===== src/rtl/fetch_stage.sv =====
`default_nettype none
// ============================================================================
// Module   : fetch_stage
// Purpose  : Instruction-fetch stage with its IF/ID pipeline register.
//            Holds the PC and issues instruction-memory reads through a
//            ready handshake. It buffers a returned instruction when ID
//            cannot take it, applies flush-time redirects, and inserts
//            bubbles into ID.
// Ports    : clk, reset_n            - clock, async active-low reset
//            pc_write, ir_write      - PC / IF-ID update enables
//            stall_IFID, flush_IFID  - IF/ID hold / kill
//            redirect_valid/_pc      - corrected fetch address
//            i_readM, i_address      - instruction-memory request
//            i_data, i_ready         - instruction-memory response
//            inst_ID, pc_ID,
//            pc_plus1_ID, valid_ID   - IF/ID register contents
//            fetch_busy              - waiting on instruction memory
// Revision : 1.0 - initial release
// ============================================================================
module fetch_stage #(
    parameter int                   WORD_SIZE   = 16,
    parameter logic [WORD_SIZE-1:0] RESET_PC    = '0,
    parameter logic [WORD_SIZE-1:0] BUBBLE_INST = '0
) (
    input  logic                 clk,
    input  logic                 reset_n,
    input  logic                 pc_write,
    input  logic                 ir_write,
    input  logic                 stall_IFID,
    input  logic                 flush_IFID,
    input  logic                 redirect_valid,
    input  logic [WORD_SIZE-1:0] redirect_pc,
    output logic                 i_readM,
    output logic [WORD_SIZE-1:0] i_address,
    input  logic [WORD_SIZE-1:0] i_data,
    input  logic                 i_ready,
    output logic [WORD_SIZE-1:0] inst_ID,
    output logic [WORD_SIZE-1:0] pc_ID,
    output logic [WORD_SIZE-1:0] pc_plus1_ID,
    output logic                 valid_ID,
    output logic                 fetch_busy
);

    localparam logic [WORD_SIZE-1:0] c_one = {{(WORD_SIZE-1){1'b0}}, 1'b1};

    typedef enum logic [0:0] {
        S_FETCH = 1'b0,
        S_HOLD  = 1'b1
    } state_t;

    state_t               r_state,       w_state_nxt;
    logic [WORD_SIZE-1:0] r_pc,          w_pc_nxt;
    logic [WORD_SIZE-1:0] r_buf_inst,    w_buf_inst_nxt;
    logic [WORD_SIZE-1:0] r_buf_pc,      w_buf_pc_nxt;
    logic [WORD_SIZE-1:0] r_inst_id,     w_inst_id_nxt;
    logic [WORD_SIZE-1:0] r_pc_id,       w_pc_id_nxt;
    logic [WORD_SIZE-1:0] r_pc_plus1_id, w_pc_plus1_id_nxt;
    logic                 r_valid_id,    w_valid_id_nxt;

    logic w_accept;
    assign w_accept = ir_write & ~stall_IFID;

    always_ff @(posedge clk or negedge reset_n) begin
        if (!reset_n) begin
            r_state       <= S_FETCH;
            r_pc          <= RESET_PC;
            r_buf_inst    <= '0;
            r_buf_pc      <= '0;
            r_inst_id     <= BUBBLE_INST;
            r_pc_id       <= '0;
            r_pc_plus1_id <= '0;
            r_valid_id    <= 1'b0;
        end else begin
            r_state       <= w_state_nxt;
            r_pc          <= w_pc_nxt;
            r_buf_inst    <= w_buf_inst_nxt;
            r_buf_pc      <= w_buf_pc_nxt;
            r_inst_id     <= w_inst_id_nxt;
            r_pc_id       <= w_pc_id_nxt;
            r_pc_plus1_id <= w_pc_plus1_id_nxt;
            r_valid_id    <= w_valid_id_nxt;
        end
    end

    always_comb begin
        w_state_nxt       = r_state;
        w_pc_nxt          = r_pc;
        w_buf_inst_nxt    = r_buf_inst;
        w_buf_pc_nxt      = r_buf_pc;
        w_inst_id_nxt     = r_inst_id;
        w_pc_id_nxt       = r_pc_id;
        w_pc_plus1_id_nxt = r_pc_plus1_id;
        w_valid_id_nxt    = r_valid_id;

        if (flush_IFID) begin
            // Flush wins over stall; same-cycle i_data and any buffered
            // instruction are dropped. Without a redirect the current PC is
            // simply fetched again.
            w_state_nxt    = S_FETCH;
            w_inst_id_nxt  = BUBBLE_INST;
            w_valid_id_nxt = 1'b0;
            if (redirect_valid && pc_write) begin
                w_pc_nxt = redirect_pc;
            end
        end else begin
            case (r_state)
                S_FETCH: begin
                    if (i_ready) begin
                        if (w_accept) begin
                            w_inst_id_nxt     = i_data;
                            w_pc_id_nxt       = r_pc;
                            w_pc_plus1_id_nxt = r_pc + c_one;
                            w_valid_id_nxt    = 1'b1;
                            if (pc_write) begin
                                w_pc_nxt = r_pc + c_one;
                            end
                        end else begin
                            // ID is busy: park the word so the read is not lost.
                            w_buf_inst_nxt = i_data;
                            w_buf_pc_nxt   = r_pc;
                            w_state_nxt    = S_HOLD;
                        end
                    end else if (w_accept) begin
                        // Memory not ready but ID wants something: bubble.
                        w_inst_id_nxt  = BUBBLE_INST;
                        w_valid_id_nxt = 1'b0;
                    end
                end
                S_HOLD: begin
                    if (w_accept) begin
                        w_inst_id_nxt     = r_buf_inst;
                        w_pc_id_nxt       = r_buf_pc;
                        w_pc_plus1_id_nxt = r_buf_pc + c_one;
                        w_valid_id_nxt    = 1'b1;
                        // Buffer is only released once the PC can move on.
                        if (pc_write) begin
                            w_pc_nxt    = r_pc + c_one;
                            w_state_nxt = S_FETCH;
                        end
                    end
                end
                default: begin
                    w_state_nxt = S_FETCH;
                end
            endcase
        end
    end

    // Request and busy are gated by reset_n so they drop the instant reset
    // is asserted, even though the state register already reads S_FETCH.
    assign i_readM     = reset_n & (r_state == S_FETCH);
    assign fetch_busy  = reset_n & (r_state == S_FETCH) & ~i_ready;
    assign i_address   = r_pc;
    assign inst_ID     = r_inst_id;
    assign pc_ID       = r_pc_id;
    assign pc_plus1_ID = r_pc_plus1_id;
    assign valid_ID    = r_valid_id;

endmodule
`default_nettype wire


===== config.mk =====
export PLATFORM = sky130hd
export DESIGN_NAME = fetch_stage
export DESIGN_NICKNAME = d
export VERILOG_FILES = /design/src/rtl/fetch_stage.sv
export SDC_FILE = /design/constraint.sdc
export NUM_CORES = 1
export LEC_CHECK = 0
export BUFFER_PORTS_ARGS = -buffer_cell sky130_fd_sc_hd__buf_2
export CAP_MARGIN = 20
export CORE_AREA = 2 2 107 109
export CTS_CLUSTER_SIZE = 16
export DETAILED_ROUTE_END_ITERATION = 6
export DIE_AREA = 0 0 109 111
export PLACE_DENSITY = 0.75
export REMOVE_ABC_BUFFERS = 1
export SLEW_MARGIN = 20
export SYNTH_ARGS = -nofsm -noshare
export SYNTH_HDL_FRONTEND = slang
export SYNTH_SLANG_ARGS = --single-unit

===== constraint.sdc =====
create_clock -name clk -period 2.5 [get_ports clk]
set_input_delay 0.125 -clock clk [delete_from_list [all_inputs] [get_ports clk]]
set_output_delay 0.125 -clock clk [all_outputs]
set_load 0.1 [all_outputs]

; Word-level counts from Yosys, hierarchy flattened
; Index checks and enable logic that the tools add are counted.
[classes]
addsub = 2
n_mux = 31
n_eq_ne = 8
n_reduce_logical = 5
bitwise = 8
[op_table]
columns = cell, count
row1 = 16-bit two-way mux, 16
row2 = 16-bit one-hot mux with 2 select lines, 4
row3 = "16-bit by 1-bit adder with 16-bit output, second input constant", 2
row4 = 1-bit two-way mux, 9
row5 = 4-bit AND reduction, 2
row6 = "3-bit != test, second input constant", 2
row7 = 1-bit inverter, 5
row8 = "2-bit by 1-bit != test with 1-bit output, second input constant", 2
row9 = "2-bit != test, second input constant", 2
row10 = "4-bit != test, second input constant", 1
row11 = 1-bit one-hot mux with 2 select lines, 2
row12 = 2-bit AND reduction, 2
row13 = 1-bit AND, 3
row14 = "3-bit by 2-bit != test with 1-bit output, second input constant", 1
row15 = 1-bit logical AND, 1
[totals]
in_bits = 40
elab_cells = 62
ff_bits = 98

; Logic depth before layout (Yosys ltp)
; Gate-level depths: netlist of run 1.
[logic_depth]
ltp_word = 6
ltp_mapped = 7
depth_no_buf = 6

; Worst setup path before layout of run 1
; Ideal clock, no wire load.
[synth_path]
path_kind = reg2out
startpoint = register r_state
endpoint = output fetch_busy
required_ps = 2375
path_stages_with_launch = 4
arrival_time_ps = 3388
n_path_buf = 1
slack_ps = -1013
path_cell_list = dfrtp_1 > buf_2 > nor2b_1 > nor2b_1
[synth_via]
elab_chain_len = 3
[synth_rtl]
columns = item, line
row1 = "start, declared", 51  ; state_t r_state, w_state_nxt;
row2 = "start signal, assigned", 74  ; r_state <= w_state_nxt;
row3 = 1-bit inverter (no line), -
row4 = 1-bit AND, -
row5 = named net i_readM, 33  ; output logic i_readM,
row6 = 1-bit AND, 152  ; assign fetch_busy = reset_n & (r_state == S_FETCH) & ~i_ready;
row7 = "end, declared", 41  ; output logic fetch_busy
; The timed path passes the listed nets, and every way through them passes these cells.

; Worst setup path in the final report of run 1
[layout_path]
startpoint = input reset_n
endpoint = output fetch_busy
[layout_via]
elab_chain_len = 2
[layout_rtl]
columns = item, line
row1 = "start, declared", 26  ; input logic reset_n,
row2 = 1-bit AND (2 in series), 152
; Every way passes these cells.

==> results of run 1 <==
[kinds of logic after synthesis]
kind of cell | synth area share
AO/OA/AOI/OAI | 0.142
XOR/XNOR | 0.0450
adder cells (fa/ha/maj) | 0.00514
buffers and inverters | 0.0381
flip-flops | 0.504
multiplexers | 0.115
AND/OR/NAND/NOR | 0.150
[layer usage]
layer	vias to the layer above	global-route usage
li1	1905	-
met4	0	0.0991
met2	116	0.343
met3	28	0.0341
met5	-	0
met1	1982	0.282
[flip-flops by register name (all words and copies together) (netlist names)]
register,cells
r_buf_pc,16
r_state,1
valid_ID,1
i_address,16
pc_ID,16
inst_ID,16
pc_plus1_ID,16
r_buf_inst,16
[worst reg2reg max path, cell delays in order, from the launching register on]
cell	delay (ns)
dfrtp_1	0.48
ha_1	0.23
nand3_1	0.25
nor3_1	0.45
xor2_1	0.20
mux2i_1	0.09
o21ai_0	0.17
[power groups by stage]
| stage | Sequential, mW | Clock, mW | Combinational (mW) |
|---|---|---|---|
| floorplan | 3.84 | 0 | 0.699 |
| global placement | 2.30 | 0 | 2.76 |
| detailed placement | 2.33 | 0 | 2.79 |
| CTS | 2.30 | 1.39 | 2.80 |
| global route | 2.37 | 1.45 | 2.92 |
| finish | 2.31 | 1.36 | 2.78 |
[Yosys cell counts, drive strengths merged (3+ instances only)]
cell	number
dfrtp	98
xnor2	18
nor2	36
inv	7
buf	19
o31ai	3
a21oi	27
mux2i	21
clkbuf	13
and4	4
xor2	7
nand2	53
and3	7
nand3	22
nand4	4
nor2b	6
a221o	3
or4	3
o21ai	44
a22oi	17
and2	5
mux2	31
o221ai	3
nor3	6
[through the flow]
stage	hold WS, ns	total power [mW]	worst slack [ns]	util	area, µm²
finish	0.0234	6.45	0.517	0.524	5800
global route	0.0274	6.74	0.342	0.524	5800
CTS	0.0158	6.49	0.482	0.524	5800
detailed placement	0.0757	5.12	0.540	0.497	5500
global placement	0.0694	5.06	0.695	0.497	5500
floorplan	-0.171	4.54	-1.69	-	4710
[worst min path at each step]
stage	end	slack, ns	cells after the start
after CTS	r_buf_inst[14]$_DFFE_PN0P_	0.02	2
after global routing	r_buf_inst[4]$_DFFE_PN0P_	0.03	2
after detailed placement	inst_ID[7]$_DFFE_PN0P_	0.08	1
after global placement	inst_ID[2]$_DFFE_PN0P_	0.07	1
final	r_buf_inst[14]$_DFFE_PN0P_	0.02	2
after floorplan	i_address[0]$_DFFE_PN0P_	-0.17	0
[area by class of cell]
class | count | area (µm²)
Tap cell | 143 | 179
Inverter | 7 | 26.3
Multi-Input combinational cell | 342 | 2230
Clock inverter | 3 | 22.5
Sequential cell | 98 | 2450
Timing Repair Buffer | 118 | 626
Fill cell | 978 | 5270
Clock buffer | 13 | 270
==> metrics, run 1 <==
drt drc=0; synthesized instance count=479; Synth Flop Type=dfrtp_1; Tcrit/Tclk final=0.793; unique cell type count in the Yosys netlist=51; RSZ-0062 raised after global routing=false; Hold Vio Cnt, Final=0; Final #Nets=618; reg2reg setup slack=0.53 ns; slew at the pin closest to its max-slew limit=0.887 ns; Placeable Area=0.0111 mm²; CTS tree=yes; Yosys top cell by area=dfrtp_1; post-cts repair resize count=0; Final Non-Filler Cells=724; CP Class=in -> out; Cell Chain, Critical Path=dlygate4sd3_1 > buf_4 > nor2b_1 > nor2b_1 > buf_2; ANT cells=0; Post-Place Cells=707; Yosys reg bits=98; Die Y=111 µm; drt pass-1 iters=4; Synth top area share=0.504; I/O pins=107; register area share after synthesis=0.504; clock sinks=98; number of buffers created by CTS=9; cell family contributing the most delay on the critical path=buffers and inverters; Cell Rows=39; setup TNS=0 ns; RR Endpoint=pc_plus1_ID[8]$_DFFE_PN0P_; WP buf/inv=3; Vias=4031; Area Overhead vs Synth=19.3%; worst min-delay path startpoint=i_data[14]; Worst setup startpoint=reset_n; DP HPWL=8880 µm; share of cells above drive strength 1=0.301; largest net degree at the start of global routing=69; Crit path top cell by count=nor2b_1; setup-violating endpoint count in the final report=0; synth top area cells=dfrtp_1, mux2_2, mux2i_1; Clock Latency Late Sink=0.35 ns; commonest non-fill, non-tap cell in the layout=buf_2; Data arrival, critical path=1.86 ns; Internal Pwr Total=3.30 mW; Initial Util=0.439; Post-Syn Area=0.00486 mm²; pwr dens=1110 mW/mm²; Fmax=0.504 GHz; metal3 WL=609 µm; Die Width=109 µm; CP peak stage delay=0.53 ns; Syn Area/Cell=10.2 µm²; M1 WL=5400 µm; Hold-fix buffers, CTS=1; leak pwr=2.60 nW; number of flops mapped to enable cells by yosys=0; DR vias/cell=5.57; Setup Skew=0.00629 ns; Initial DRC Count=254; Clock Tree Buf Depth=2; R2R cell count=6; # port buffers=106; CP Max Fanout=32; wire length on met2=6030 µm; total track usage=0.214; Reg power frac=0.358; average wire per standard cell=17.1 µm; clock-pin slew on the worst setup and hold paths=0.07 ns; H-tree Lvls=3; Final Critical Period=1.98 ns; Critical Path End Type=primary output; CTS Root Cell=clkbuf_16; vias in the first global route=4018; Psw=3.15 mW; maximum capacitance violations=0; commonest non-fill, non-tap cells in the layout=buf_2, dfrtp_1, nand2_1, o21ai_0, nor2_1; Max VDD drop=0.606 mV; crit path max-delay cell type=dlygate4sd3_1; Total Routed Length=12400 µm; Async SR Flop Fraction=1.00; Post-DRT Antenna Nets=0; Switching Fraction=0.488; RD Place Congestion=0.877; Crit. path cell count=5; Setup crit end=fetch_busy; outcome=finished clean; Hold WC Path Type=in -> reg; uppermost layer routed=met4; Slew HR=0.409; total global routing overflow=0; die area=0.0121 mm²; Critical Path Start Type=primary input; Clock Power Share=0.211; first-pass GRT wire length=20100 µm; Yosys Warn Count=0; initial antenna violation count=0; Setup Fix Bufs, Post-CTS=0; critical path required time=2.38 ns; Comb pwr share=0.431; Slew Limit Fails=0; RR Startpoint=i_address[0]$_DFFE_PN0P_
No activity file was read; power rests on OpenSTA's default activity.
==> inputs of run 2 (changes only) <==
==> constraint.sdc (replaced) <==
create_clock -name clk -period 2.1 [get_ports clk]
set_input_delay 0.105 -clock clk [delete_from_list [all_inputs] [get_ports clk]]
set_output_delay 0.105 -clock clk [all_outputs]
set_load 0.1 [all_outputs]
==> metrics, run 2 (synthesis results as in run 1) <==
clock sinks=98 (unchanged); final instance area=0.00590 mm² (+1.6%); drt drc=0 (unchanged); leak pwr=2.65 nW (+1.9%); maximum capacitance violations=0 (unchanged); uppermost layer routed=met4; clock-pin slew on the worst setup and hold paths=0.07 ns (about the same); drt pass-1 iters=5 (+1); H-tree Lvls=3 (unchanged); CTS tree=yes; number of buffers created by CTS=9 (unchanged); Die Width=109 µm (unchanged); Post-DRT Antenna Nets=0 (unchanged); # port buffers=106 (unchanged); Tcrit/Tclk final=0.905; largest net degree at the start of global routing=99 (+43%); Total Routed Length=12800 µm (+3.2%); initial antenna violation count=0 (unchanged); CTS Root Cell=clkbuf_16; Critical Path Start Type=flip-flop; total track usage=0.221 (+0.00678); slew at the pin closest to its max-slew limit=0.683 ns (-0.204 ns); share of cells above drive strength 1=0.306 (+0.00440); Post-Place Cells=711 (+0.57%); Area Overhead vs Synth=21.2%; Slew HR=0.545 (+0.136); Fmax=0.526 GHz; setup-violating endpoint count in the final report=0 (unchanged); DR vias/cell=5.54 (-0.48%); average wire per standard cell=17.5 µm (+2.1%); I/O pins=107 (unchanged); post-cts repair resize count=0 (unchanged); CP Class=reg -> reg; Vias=4056 (+0.62%); Clock Latency Late Sink=0.35 ns (about the same); total power=7.70 mW (+19%); commonest non-fill, non-tap cell in the layout=buf_2; Die Y=111 µm (unchanged); wire length on met2=6180 µm (+2.4%); first-pass GRT wire length=20600 µm (+2.2%); Critical Path End Type=flip-flop; pwr dens=1310 mW/mm² (+17%); Final Critical Period=1.90 ns; CP Max Fanout=9 (-72%); DP HPWL=9060 µm (+2.1%); Setup Skew=0.00996 ns (+0.00367 ns); Data arrival, critical path=2.16 ns (+0.30 ns); Hold WC Path Type=in -> reg; die area=0.0121 mm² (unchanged); Initial DRC Count=293 (+15%); Slew Limit Fails=0 (unchanged); Hold Vio Cnt, Final=0 (unchanged); commonest non-fill, non-tap cells in the layout=buf_2, dfrtp_1, nand2_1, o21ai_0, nor2_1; Final Non-Filler Cells=732 (+1.1%); Clock Tree Buf Depth=2 (unchanged); Placeable Area=0.0111 mm² (unchanged); RSZ-0062 raised after global routing=false; vias in the first global route=4024 (+0.15%); outcome=finished clean; metal3 WL=895 µm (+47%); Initial Util=0.439 (unchanged); Setup Fix Bufs, Post-CTS=0 (unchanged); area post-placement=0.00556 mm² (+1.0%); critical path required time=2.36 ns (-0.02 ns); ANT cells=0 (unchanged); Hold-fix buffers, CTS=5 (+4); Max VDD drop=0.751 mV (+24%); Cell Rows=39 (unchanged); RD Place Congestion=0.888 (+1.2%); Final #Nets=626 (+1.3%); total global routing overflow=0 (unchanged); M1 WL=5470 µm (+1.3%)
-- run 2: cell count changes in the layout (fill, tap and decap cells not counted) --
cell	before	now
dlygate4sd3_1	1	5
clkbuf_1	1	0
clkinvlp_4	3	2
buf_12	0	2
clkinv_2	0	2
buf_4	12	14
-- run 2: worst paths after layout --
| check | start | end | slack, ns | cells after the start |
|---|---|---|---|---|
| setup reg to reg | i_address[0]$_DFFE_PN0P_ | pc_plus1_ID[8]$_DFFE_PN0P_ | 0.20 | 6 |
| max in group asynchronous | reset_n | pc_ID[7]$_DFFE_PN0P_ | 1.29 | 3 |
| hold / removal | redirect_pc[6] | i_address[6]$_DFFE_PN0P_ | 0.007 | 2 |
| setup / recovery | i_address[0]$_DFFE_PN0P_ | pc_plus1_ID[8]$_DFFE_PN0P_ | 0.20 | 6 |
| hold reg to reg | inst_ID[1]$_DFFE_PN0P_ | inst_ID[1]$_DFFE_PN0P_ | 0.48 | 2 |
| min in group asynchronous | reset_n | pc_ID[15]$_DFFE_PN0P_ | 0.36 | 3 |
-- run 2: layer usage --
layer / GRT usage / vias up
met5: 0 / -
met4: 0.0855 / 0
met3: 0.0500 / 18
met2: 0.350 / 135
met1: 0.293 / 1989
li1: - / 1914
-- run 2: critical path: stages (launching register included) --
cell and delay (ns):
dfrtp_1 0.47, ha_1 0.23, nand3_1 0.24, nor3_1 0.43, xor2_1 0.18, mux2i_1 0.08, o21ai_0 0.18
-- run 2: power by group --
group / internal, mW / switching [mW] / total (mW)
Sequential: 2.31 / 0.436 / 2.75
Combinational: 0.736 / 2.61 / 3.34
Clock: 0.897 / 0.715 / 1.61
Total: 3.94 / 3.76 / 7.70
-- run 2: area by class of cell --
type | instances | area (µm²)
inverter | 7 | 26.3
tap | 143 | 179
clock inverter | 4 | 25.0
timing repair buffer | 126 | 721
clock buffer | 12 | 267
multi-input combinational | 342 | 2230
fill | 974 | 5180
sequential | 98 | 2450
-- run 2: through the flow --
step | hold slack, ns | TNS, ns | util | setup slack [ns]
4_1_cts | 0.00142 | 0 | 0.532 | 0.217
3_5_place_dp | 0.242 | 0 | 0.502 | 0.230
3_3_place_gp | 0.245 | 0 | 0.502 | 0.330
6_report | 0.00653 | 0 | 0.532 | 0.200
2_1_floorplan | -0.191 | -64.64 | - | -2.07
5_1_grt | 0.00461 | 0 | 0.532 | 0.0182
